<file path="src/rtl/demux_dispatcher.sv">
// demux_dispatcher
//   Round-robin word dispatcher that feeds a 4-bit, 4-way demultiplexer.
//   Words arrive over a valid/ready handshake and are buffered in a DEPTH-word
//   FIFO. The head word is loaded into a registered output stage together with
//   a 2-bit channel select. The select rotates round-robin over the channels
//   enabled in ch_mask.
//
//   Optional feature: define DISPATCH_CNT_EN to add disp_cnt, an 8-bit wrapping
//   count of output transfers.
//
// Ports
//   clk, rst_n      clock (rising edge), asynchronous active-low reset
//   in_data/valid   input word and its valid strobe
//   in_ready        FIFO not full
//   ch_mask         channel enables (bit0=A .. bit3=D)
//   out_data/sel    registered word and channel select to the demux
//   out_valid       output stage holds a dispatched word
//   out_ready       downstream consumes the word this cycle
//   level           FIFO occupancy
//   disp_cnt        (DISPATCH_CNT_EN only) count of out_valid && out_ready
module demux_dispatcher #(
  parameter int unsigned DEPTH = 4
) (
  input  logic                       clk,
  input  logic                       rst_n,
  input  logic [3:0]                 in_data,
  input  logic                       in_valid,
  output logic                       in_ready,
  input  logic [3:0]                 ch_mask,
  output logic [3:0]                 out_data,
  output logic [1:0]                 out_sel,
  output logic                       out_valid,
  input  logic                       out_ready,
  output logic [$clog2(DEPTH):0]     level
`ifdef DISPATCH_CNT_EN
  ,
  output logic [7:0]                 disp_cnt
`endif
);

  localparam int unsigned AW = $clog2(DEPTH);
  localparam int unsigned LW = AW + 1;

  logic [3:0]    r_mem [DEPTH];
  logic [AW-1:0] r_wr_ptr;
  logic [AW-1:0] r_rd_ptr;
  logic [LW-1:0] r_level;
  logic [3:0]    r_out_data;
  logic [1:0]    r_out_sel;
  logic          r_out_valid;
  logic [1:0]    r_last;

  logic          w_full;
  logic          w_empty;
  logic          w_push;
  logic          w_load;
  logic [1:0]    w_grant;

  assign w_full   = (r_level == LW'(DEPTH));
  assign w_empty  = (r_level == '0);
  assign w_push   = in_valid && !w_full;
  assign w_load   = (!r_out_valid || out_ready) && !w_empty && (ch_mask != '0);

  assign in_ready  = !w_full;
  assign level     = r_level;
  assign out_data  = r_out_data;
  assign out_sel   = r_out_sel;
  assign out_valid = r_out_valid;

  // First enabled channel searching last+1 .. last+4 (mod 4); the last step
  // wraps back to last itself, so a lone enabled channel is granted again.
  always_comb begin
    logic       found;
    logic [1:0] idx;
    w_grant = r_last;
    found   = 1'b0;
    idx     = '0;
    for (int unsigned i = 1; i <= 4; i++) begin
      idx = r_last + 2'(i);
      if (!found && ch_mask[idx]) begin
        w_grant = idx;
        found   = 1'b1;
      end
    end
  end

  // Storage needs no reset: pointers and level reset, so stale words are
  // never read.
  always_ff @(posedge clk) begin
    if (w_push) begin
      r_mem[r_wr_ptr] <= in_data;
    end
  end

  always_ff @(posedge clk or negedge rst_n) begin
    if (!rst_n) begin
      r_wr_ptr <= '0;
      r_rd_ptr <= '0;
      r_level  <= '0;
    end else begin
      if (w_push) begin
        r_wr_ptr <= r_wr_ptr + 1'b1;
      end
      if (w_load) begin
        r_rd_ptr <= r_rd_ptr + 1'b1;
      end
      case ({w_push, w_load})
        2'b10:   r_level <= r_level + 1'b1;
        2'b01:   r_level <= r_level - 1'b1;
        default: r_level <= r_level;
      endcase
    end
  end

  always_ff @(posedge clk or negedge rst_n) begin
    if (!rst_n) begin
      r_out_data  <= '0;
      r_out_sel   <= '0;
      r_out_valid <= 1'b0;
      r_last      <= '1;
    end else if (w_load) begin
      r_out_data  <= r_mem[r_rd_ptr];
      r_out_sel   <= w_grant;
      r_out_valid <= 1'b1;
      r_last      <= w_grant;
    end else if (out_ready) begin
      r_out_valid <= 1'b0;
    end
  end

`ifdef DISPATCH_CNT_EN
  logic [7:0] r_disp_cnt;

  always_ff @(posedge clk or negedge rst_n) begin
    if (!rst_n) begin
      r_disp_cnt <= '0;
    end else if (r_out_valid && out_ready) begin
      r_disp_cnt <= r_disp_cnt + 1'b1;
    end
  end

  assign disp_cnt = r_disp_cnt;
`endif

endmodule

</file>
<file path="config.mk">
export PLATFORM = sky130hd
export DESIGN_NAME = demux_dispatcher
export DESIGN_NICKNAME = d
export VERILOG_FILES = /design/src/rtl/demux_dispatcher.sv
export SDC_FILE = /design/constraint.sdc
export NUM_CORES = 1
export LEC_CHECK = 0
export CAP_MARGIN = 30
export CORE_AREA = 5 5 53 74
export CTS_CLUSTER_SIZE = 40
export DETAILED_ROUTE_END_ITERATION = 16
export DIE_AREA = 0 0 58 79
export PLACE_DENSITY = 0.78
export REMOVE_ABC_BUFFERS = 1
export SKIP_CTS_REPAIR_TIMING = 1
export SYNTH_ARGS = -nofsm -noshare
export SYNTH_HDL_FRONTEND = slang
export SYNTH_SLANG_ARGS = --single-unit
export TNS_END_PERCENT = 20
</file>
<file path="constraint.sdc">
create_clock -name clk -period 2.2 [get_ports clk]
set_clock_uncertainty 0.05 [all_clocks]
set_input_delay 0.33 -clock clk [delete_from_list [all_inputs] [get_ports clk]]
set_output_delay 0.33 -clock clk [all_outputs]
set_load 0.02 [all_outputs]
</file>
==> results of run 1 <==
-- registers in the layout (all words and copies together) (netlist names) --
register and cells:
out_sel 2, r_rd_ptr 2, r_wr_ptr 2, level 3
out_valid 1, r_last 2, r_mem 16, out_data 4
-- kinds of logic (layout without fill, tap and decap cells) --
| family | after synthesis | after routing | share of synthesized area [%] |
|---|---|---|---|
| buffers and inverters | 11 | 52 | 3.37 |
| adder cells (fa/ha/maj) | 6 | 6 | 5.69 |
| multiplexers | 13 | 13 | 13.9 |
| flip-flops | 32 | 32 | 60.9 |
| XOR/XNOR | 6 | 6 | 3.62 |
| AO/OA/AOI/OAI | 8 | 8 | 3.71 |
| AND/OR/NAND/NOR | 20 | 20 | 8.80 |
-- worst max path at each step --
stage	start	endpoint	slack [ns]	cells after the start
finish	ch_mask[1]	level[2]	0.05	9
global route	level[1]	level[2]	-0.02	9
CTS	level[1]	level[2]	0.003	9
detailed placement	ch_mask[0]	level[2]	-0.27	9
global placement	ch_mask[0]	level[2]	-0.22	9
floorplan	level[0]	level[2]	-0.17	9
-- power by group --
group / internal (mW) / leakage (nW) / total (mW) / switching (mW)
Sequential: 0.866 / 0.328 / 1.03 / 0.162
Clock: 0.214 / 0.0453 / 0.423 / 0.209
Combinational: 0.646 / 0.442 / 1.15 / 0.507
Total: 1.73 / 0.815 / 2.60 / 0.878
-- cell type report --
| type | count | area, µm² | area share [%] |
|---|---|---|---|
| clock inverter | 3 | 13.8 | 0.718 |
| multi-input combinational | 53 | 541 | 28.2 |
| tap | 40 | 50.0 | 2.61 |
| clock buffer | 5 | 68.8 | 3.59 |
| timing repair buffer | 36 | 330 | 17.2 |
| sequential | 32 | 883 | 46.1 |
| inverter | 8 | 30.0 | 1.57 |
-- critical path, delay by kind of cell --
family,cells,cell delay [ns]
simple gates,3,0.86
buf+inv,3,0.68
xor+xnor,2,0.28
fa+ha+maj,1,0.16
-- through the flow --
step / hold slack, ns / setup slack [ns] / utilization [%] / cell area [µm²] / setup TNS [ns]
after global placement: 0.448 / -0.217 / 55.1 / 1790 / -0.402
final: 0.427 / 0.0526 / 58.9 / 1920 / 0
after floorplan: -0.0156 / -0.174 / - / 1430 / -0.174
after detailed placement: 0.447 / -0.275 / 55.1 / 1790 / -0.537
after CTS: 0.465 / 0.00325 / 57.6 / 1870 / 0
after global routing: 0.424 / -0.0232 / 58.9 / 1920 / -0.0232
-- layer usage --
metal / part of all wire, % / routed length [µm] / global-route usage (%)
met5: 0 / 0 / 0
met3: 4.8 / 128 / 5.04
met1: 37 / 992 / 13.5
met2: 56 / 1480 / 23.8
met4: 1.9 / 50 / 7.42
-- synth_stat cells, drive strengths merged (2+ instances only) --
| cell | count |
|---|---|
| mux2 | 5 |
| nand2 | 3 |
| a31oi | 4 |
| inv | 8 |
| ha | 5 |
| nor2 | 2 |
| mux4 | 4 |
| xnor2 | 3 |
| mux2i | 4 |
| clkbuf | 2 |
| and3 | 5 |
| xor2 | 3 |
| or3 | 2 |
| dfstp | 2 |
| dfrtp | 14 |
| nand2b | 2 |
| edfxtp | 16 |
==> metrics, run 1 <==
min Tclk post-route=about 2.1 ns; biggest area consumer among synthesized cells=edfxtp_1; top cell type's share of synthesized area=between 30% and 40%; Area growth, synth to finish=32.2%; DIE HEIGHT=slightly below 80 µm; most frequent cells in the layout=clkdlybuf4s50_1, edfxtp_1, dfrtp_1, buf_4, inv_1; number of fill cells=269; initial antenna violation count=0; H-tree depth=2; routed via count=~900; beginning of the worst register-to-register path=level[1]; CTS Root Cell=clkbuf_8; post-synthesis cell type count=31; number of buffers added on ports=22; register bit count reported by yosys=32; Std-Cell Rows=25; horizontal die dimension=58 µm; HP Class=input pin to register; clock transition time at the flip-flop clock pins of the worst setup and hold paths=approximately 0.060 ns; full die area=approximately 0.0046 mm²; count of final max-slew check failures=0; cell breakdown of the critical path=clkdlybuf4s50_1 > or4_4 > and3_4 > ha_4 > buf_4 > buf_4 > xor2_1 > nor2_1 > xor2_1; Worst path slowest cell=or4_4; required time of the critical path=between 2 and 2.5 ns; final RePlAce weighted congestion=between 0.7 and 0.8; P_leak=about 0.81 nW; number of buffers added by the clock tree synthesis step=5; share of synthesized registers carrying an async set or reset=about half; result of the run=finished, final reports clean; fraction of final layout cells with drive strength greater than 1=~30%; clock tree from TritonCTS=built; antenna violation net count after detailed routing=0; DRC violation total after the first TritonRoute iteration=14; endpoint of the worst register-to-register path=level[2]; total wire length after detailed routing=about 2700 µm; Cell Pwr Density=between 1000 and 1500 mW/mm²; Post-layout nets=between 150 and 200; arrival time at the worst endpoint=around 2.3 ns; Yosys warnings=0; Max stage delay on crit path=about 0.53 ns; most frequent standard cell in the layout excluding fill and tap cells=clkdlybuf4s50_1; number of clock sinks=32; power after layout=2.60 mW; final count of hold timing violations=0; CP Capture Type=register; sort of element at the start of the critical path=input pin; wire length of the first global-routing pass=4630 µm; area of the core=roughly 0.0033 mm²; worst rel slew slack=48.5%; iteration count of the initial detailed-routing pass=4; mean instance size in the synthesized netlist=between 15 and 20 µm²; HPWL after DPL=2040 µm; worst hold start=ch_mask[0]; reg2reg path depth=9; largest vdd supply drop=roughly 970 µV; I/O pin count=23; maximum fanout encountered on the critical timing path=2; category of the most critical setup path=input pin to register; routed wirelength normalized by instance count=about 15 µm; clock latency on the worst-skew pair=~0.28 ns; Post-synth EDFFs=16; dominant synthesized flop cell=edfxtp_1; starting utilization of the core area=between 40 and 50%; ranking of synthesized cells by area=edfxtp_1, dfrtp_1, mux4_2; Max Clk Rate=between 400 and 500 MHz; Hold Path End=r_last[0]; portion of the post-synthesis area used by sequential elements=roughly three fifths; grt ovf=0; placed cell count=around 170; fin crit share=97.6%; non-filler instance count after layout=roughly 180; ANT cells=0; max-cap check violation count=0; number of global-route vias before repair=~1.1k; DRC violations left=0; worst hold stages=4; area of the mapped netlist=between 0.001 and 0.0015 mm²; vias per inst=between 5 and 6; transition time of the tightest slew-check pin=roughly 0.77 ns; largest net degree at the start of global routing=17; Bufs on Longest Clock Path=2; register-to-register setup slack=around 0.10 ns; Cells after Synth=96; Tot GR Track Use=between 10% and 20%; Final setup violation count=0
No activity file was read; power rests on OpenSTA's default activity.
==> inputs of run 2 (changes only) <==
- SETUP_SLACK_MARGIN: not set -> 0.3
==> results of run 2 <==
Same layout as run 1 (identical final DEF). Status: finished, final reports clean.
